[src/rtl/cpu_pkg.sv]
// Shared constants for the single-cycle R-type CPU:
// R-type opcode, funct codes and ALU operation encodings.
package cpu_pkg;

  localparam logic [5:0] OP_RTYPE = 6'h00;

  localparam logic [5:0] FN_AND  = 6'h24;
  localparam logic [5:0] FN_OR   = 6'h25;
  localparam logic [5:0] FN_XOR  = 6'h26;
  localparam logic [5:0] FN_NOR  = 6'h27;
  localparam logic [5:0] FN_ADD  = 6'h20;
  localparam logic [5:0] FN_SUB  = 6'h22;
  localparam logic [5:0] FN_SLT  = 6'h2A;
  localparam logic [5:0] FN_SLLV = 6'h04;

  typedef enum logic [2:0] {
    ALU_AND  = 3'b000,
    ALU_OR   = 3'b001,
    ALU_XOR  = 3'b010,
    ALU_NOR  = 3'b011,
    ALU_ADD  = 3'b100,
    ALU_SUB  = 3'b101,
    ALU_SLT  = 3'b110,
    ALU_SLLV = 3'b111
  } alu_op_t;

endpackage

[src/rtl/cpu_alu.sv]
// Combinational ALU.
// Ports: a, b (operands), op (alu_op_t) -> f, zf, of.
module cpu_alu
  import cpu_pkg::*;
(
  input  logic [31:0] a,
  input  logic [31:0] b,
  input  alu_op_t     op,
  output logic [31:0] f,
  output logic        zf,
  output logic        of
);

  always_comb begin
    f  = '0;
    of = 1'b0;
    unique case (op)
      ALU_AND:  f = a & b;
      ALU_OR:   f = a | b;
      ALU_XOR:  f = a ^ b;
      ALU_NOR:  f = ~(a | b);
      ALU_ADD: begin
        f  = a + b;
        // same-sign operands, result sign differs
        of = (a[31] == b[31]) && (f[31] != a[31]);
      end
      ALU_SUB: begin
        f  = a - b;
        // opposite-sign operands, result sign differs
        of = (a[31] != b[31]) && (f[31] != a[31]);
      end
      ALU_SLT:  f = {31'd0, $signed(a) < $signed(b)};
      ALU_SLLV: f = b << a[4:0];
      default:  f = '0;
    endcase
  end

  assign zf = (f == '0);

endmodule

[src/rtl/cpu.sv]
// Single-cycle R-type CPU: decode, 32x32 register file, ALU.
// Ports: clk, rst (async, active high), Inst_code in;
//   CPU_F/CPU_ZF/CPU_OF registered result/flags;
//   A, B, ALU_OP, Addr, Data, F, ZF, OF combinational.
// Option: CPU_R0_HARDWIRE_EN makes $0 read 0, ignore writes.
module cpu
  import cpu_pkg::*;
(
  input  logic        clk,
  input  logic        rst,
  input  logic [31:0] Inst_code,
  output logic [31:0] CPU_F,
  output logic        CPU_ZF,
  output logic        CPU_OF,
  output logic [31:0] A,
  output logic [31:0] B,
  output logic [2:0]  ALU_OP,
  output logic [4:0]  Addr,
  output logic [31:0] Data,
  output logic [31:0] F,
  output logic        ZF,
  output logic        OF
);

  logic [5:0] op;
  logic [5:0] funct;
  logic [4:0] rs;
  logic [4:0] rt;
  logic [4:0] rd;

  assign op    = Inst_code[31:26];
  assign rs    = Inst_code[25:21];
  assign rt    = Inst_code[20:16];
  assign rd    = Inst_code[15:11];
  assign funct = Inst_code[5:0];

  logic unused_shamt;
  assign unused_shamt = ^Inst_code[10:6];

  logic [7:0] hit;
  logic       valid;
  alu_op_t    alu_op;

  always_comb begin
    hit = '0;
    if (op == OP_RTYPE) begin
      hit[0] = (funct == FN_AND);
      hit[1] = (funct == FN_OR);
      hit[2] = (funct == FN_XOR);
      hit[3] = (funct == FN_NOR);
      hit[4] = (funct == FN_ADD);
      hit[5] = (funct == FN_SUB);
      hit[6] = (funct == FN_SLT);
      hit[7] = (funct == FN_SLLV);
    end
  end

  assign valid = |hit;

  // funct codes are distinct, so at most one hit bit is set
  always_comb begin
    alu_op = ALU_AND;
    unique case (1'b1)
      hit[0]:  alu_op = ALU_AND;
      hit[1]:  alu_op = ALU_OR;
      hit[2]:  alu_op = ALU_XOR;
      hit[3]:  alu_op = ALU_NOR;
      hit[4]:  alu_op = ALU_ADD;
      hit[5]:  alu_op = ALU_SUB;
      hit[6]:  alu_op = ALU_SLT;
      hit[7]:  alu_op = ALU_SLLV;
      default: alu_op = ALU_AND;
    endcase
  end

  assign ALU_OP = alu_op;

  logic [31:0] rf [32];
  logic        we;

`ifdef CPU_R0_HARDWIRE_EN
  assign A  = (rs == 5'd0) ? '0 : rf[rs];
  assign B  = (rt == 5'd0) ? '0 : rf[rt];
  assign we = valid && (rd != 5'd0);
`else
  assign A  = rf[rs];
  assign B  = rf[rt];
  assign we = valid;
`endif

  cpu_alu u_alu (
    .a  (A),
    .b  (B),
    .op (alu_op),
    .f  (F),
    .zf (ZF),
    .of (OF)
  );

  assign Addr = rd;
  assign Data = F;

  always_ff @(posedge clk or posedge rst) begin
    if (rst) begin
      for (int i = 0; i < 32; i++) begin
        rf[i] <= '0;
      end
    end else if (we) begin
      rf[rd] <= F;
    end
  end

  always_ff @(posedge clk or posedge rst) begin
    if (rst) begin
      CPU_F  <= '0;
      CPU_ZF <= 1'b0;
      CPU_OF <= 1'b0;
    end else if (valid) begin
      CPU_F  <= F;
      CPU_ZF <= ZF;
      CPU_OF <= OF;
    end
  end

endmodule

[config.mk]
export PLATFORM = sky130hd
export DESIGN_NAME = cpu
export DESIGN_NICKNAME = d
export VERILOG_FILES = /design/src/rtl/cpu_pkg.sv /design/src/rtl/cpu_alu.sv /design/src/rtl/cpu.sv
export SDC_FILE = /design/constraint.sdc
export NUM_CORES = 2
export LEC_CHECK = 0
export CAP_MARGIN = 0
export CORE_AREA = 2 2 399 401
export CTS_BUF_LIST = sky130_fd_sc_hd__clkbuf_2 sky130_fd_sc_hd__clkbuf_4 sky130_fd_sc_hd__clkbuf_8
export DETAILED_ROUTE_END_ITERATION = 16
export DIE_AREA = 0 0 401 403
export GPL_ROUTABILITY_DRIVEN = 0
export PLACE_DENSITY = 0.55
export SLEW_MARGIN = 20
export SYNTH_ARGS = -nofsm -noshare
export SYNTH_HDL_FRONTEND = slang
export SYNTH_HIERARCHICAL = 1
export SYNTH_SLANG_ARGS = --single-unit
[constraint.sdc]
create_clock -name clk -period 48.6 [get_ports clk]
set_input_delay 14.58 -clock clk [delete_from_list [all_inputs] [get_ports clk]]
set_output_delay 14.58 -clock clk [all_outputs]
set_load 0.01 [all_outputs]
==> metrics <==
Post-DRT Antenna Nets=0; Buffers on Ports=200; First-pass DRT Iterations=6; CP startpoint kind=primary input; post-synthesis sequential area ratio=0.404; CTS H-tree lvls=4; setup TNS=0 ps; clk_lat worst skew=940 ps; worst-case clock buffer depth=3; minimum clock period=38790 ps; per-cell routed wire length=between 20 and 30 um; Util after Layout=0.466; global-route usage over all layers=0.289; Post-Syn Nets=6066; CTS Buf Count=about 190; status=completed; CTS tree=built; largest net degree at the start of global routing=177; Synth Instances=5927; post_cts resized=0; DR vias/cell=6.31; WP data required=34020 ps; I/O pin total=206; top_reg_cell synth=dfrtp_1; Final period util=0.798; fillcell total=14634; Die X-Extent=around 400 um; top-count cell post-synth=mux2i_1; die height=403 um; via count=51165; Clock power frac=0.416; Slew @ Worst Pin=1210 ps; Post-synth ARST share=1.00; CP max FO=86; CP arrival=24210 ps; Final Instance Count excl. Fillers=around 8000; final hold violations=0; placed cells=7776; max-cap violations=0; part of the power in combinational logic=0.182; leakage=between 30 and 40 nW; Post-synth EDFFs=0; Register Area=26500 sq um; first-pass GRT wire length=348000 um; PD cells=~30 nW/um^2; share of cells above drive strength 1=0.273; cts hold-fix bufs=0; remaining global-route overflow=0; multi-input combinational cell area=approximately 37000 sq um; Core Area=157000 sq um; Synth area leader=dfrtp_1; synthesized area per cell=11.1 sq um; P&R area growth vs syn=12.0%; Post-synth top cells=mux2i_1 (1090), dfrtp_1 (1058), mux2_2 (1038); cell-internal power=1.52 mW; DRT iter0 DRCs=5006; Rows=146; Clock transition at path regs=50 ps; number of global-route vias before repair=50808; Post-DP HPWL=142000 um; initial antenna violation count=12; die area=162000 sq um; clk sinks=roughly 1100; crit path kind=in -> out; count of different cell masters after synthesis=92; switching portion of total power=0.307; Clk Tree Root Cell=clkbuf_8; Synth top area share=0.404; slew margin rel.=0.195; Synth area leaders=dfrtp_1 (40%), mux2_2 (18%), mux2i_1 (17%); Hold Path Class=reg -> reg; Max Fclk=approximately 26 MHz; Yosys Warn Count=6; DRC viols=0; Post-CTS Setup Inserts=0; CP endpoint kind=output pin; maximum vdd drop=20.6 uV; max-slew violations=0; Final setup viols=0; Flop pwr share=0.402; Syn Std Cell Area=65500 sq um; register bit total from synthesis=1058; DRT Wirelength=between 200000 and 250000 um; NetSw=0.674 mW; Initial Util=0.416; RSZ-0062 raised after global routing=false; Clock Skew=45.0 ps; Nets=6032
-- worst max-delay path: stages --
cell             delay [ps]
buf_8                   610
buf_4                   930
buf_4                   850
buf_4                   860
mux2i_1                 260
a22o_1                  160
nor3_1                   60
a31oi_1                 400
nand3_1                 520
inv_1                   170
ha_1                    360
inv_1                   220
nand3_1                 190
a2111oi_0               770
a21oi_4                 100
buf_4                   290
or2_1                   290
nor4_1                  690
nand4b_1                340
nor4_2                  720
clkdlybuf4s50_1         670
-- state kept, by name, indices dropped and copies added, names as in the netlist --
register / cells
CPU_F: 32
CPU_OF: 1
CPU_ZF: 1
rf: 1024
-- path summary, 6_finish.rpt --
path                       slack [ps]                     to                  start  cells after the start
min reg2reg                       500  CPU_F[12]$_DFFE_PP0P_  CPU_F[12]$_DFFE_PP0P_                      1
min                               500  CPU_F[12]$_DFFE_PP0P_  CPU_F[12]$_DFFE_PP0P_                      1
min in group asynchronous       14280    rf[293]$_DFFE_PP0P_                    rst                      2
max reg2reg                     41360     CPU_ZF$_DFFE_PP0P_    rf[930]$_DFFE_PP0P_                     20
max                              9810                     ZF          Inst_code[22]                     21
max in group asynchronous       31340    rf[346]$_DFFE_PP0P_                    rst                      5
-- layer usage --
layer	part of all wire	vias up	global-route usage
met2	0.44	2062	0.447
met3	0.071	595	0.0544
met1	0.44	26542	0.396
met4	0.044	12	0.126
met5	0.00033	-	0
li1	-	21954	-
-- power by group through the flow --
stage / combinational [mW] / sequential, mW / clock (mW)
2_1_floorplan: 0.248 / 0.901 / 0
3_3_place_gp: 0.389 / 0.899 / 0
3_5_place_dp: 0.390 / 0.899 / 0
4_1_cts: 0.391 / 0.883 / 0.934
5_1_grt: 0.421 / 0.883 / 0.972
6_report: 0.400 / 0.883 / 0.913
-- cells by family after synthesis --
group / synth area share
adder cells (fa/ha/maj): 0.0203
multiplexers: 0.359
buffers and inverters: 0.0432
XOR/XNOR: 0.00227
AND/OR/NAND/NOR: 0.0637
AO/OA/AOI/OAI: 0.107
flip-flops: 0.404
-- per-stage QoR --
stage,hold slack (ps),setup WS [ps],area (sq um),power (mW)
after floorplan,485,4240,65500,1.15
after global placement,488,10060,69200,1.29
after detailed placement,495,10010,69200,1.29
after CTS,509,10000,73400,2.21
after global routing,513,9650,73400,2.28
final,503,9810,73400,2.20
-- cell usage in the layout, fill, tap and decap left out, types with 23 or more instances in the layout --
cell / synthesis / final
a21oi_1: 299 / 297
a221oi_1: 27 / 27
a22o_1: 128 / 128
a22oi_1: 194 / 194
a31oi_1: 76 / 73
buf_4: 42 / 140
clkbuf_4: 0 / 53
clkbuf_8: 0 / 242
clkdlybuf4s50_1: 0 / 198
dfrtp_1: 1058 / 1058
ha_1: 103 / 103
inv_1: 103 / 102
mux2_1: 38 / 38
mux2_2: 1038 / 1038
mux2i_1: 1090 / 1090
mux4_2: 23 / 23
nand2_1: 298 / 280
nand2_2: 17 / 33
nand3_1: 223 / 219
nor2_1: 114 / 107
nor3_1: 90 / 89
o21ai_0: 43 / 41
-- cell type report --
| type | instances | share of cell area |
|---|---|---|
| diodes | 8 | 0.000273 |
| well taps | 2072 | 0.0353 |
| clock inverters | 34 | 0.00559 |
| clock buffers | 295 | 0.0508 |
| multi-input cells | 4191 | 0.498 |
| flip-flops and latches | 1058 | 0.361 |
| inverters | 107 | 0.00558 |
| repair buffers | 348 | 0.0438 |
Power figures use the tool's default switching activity.
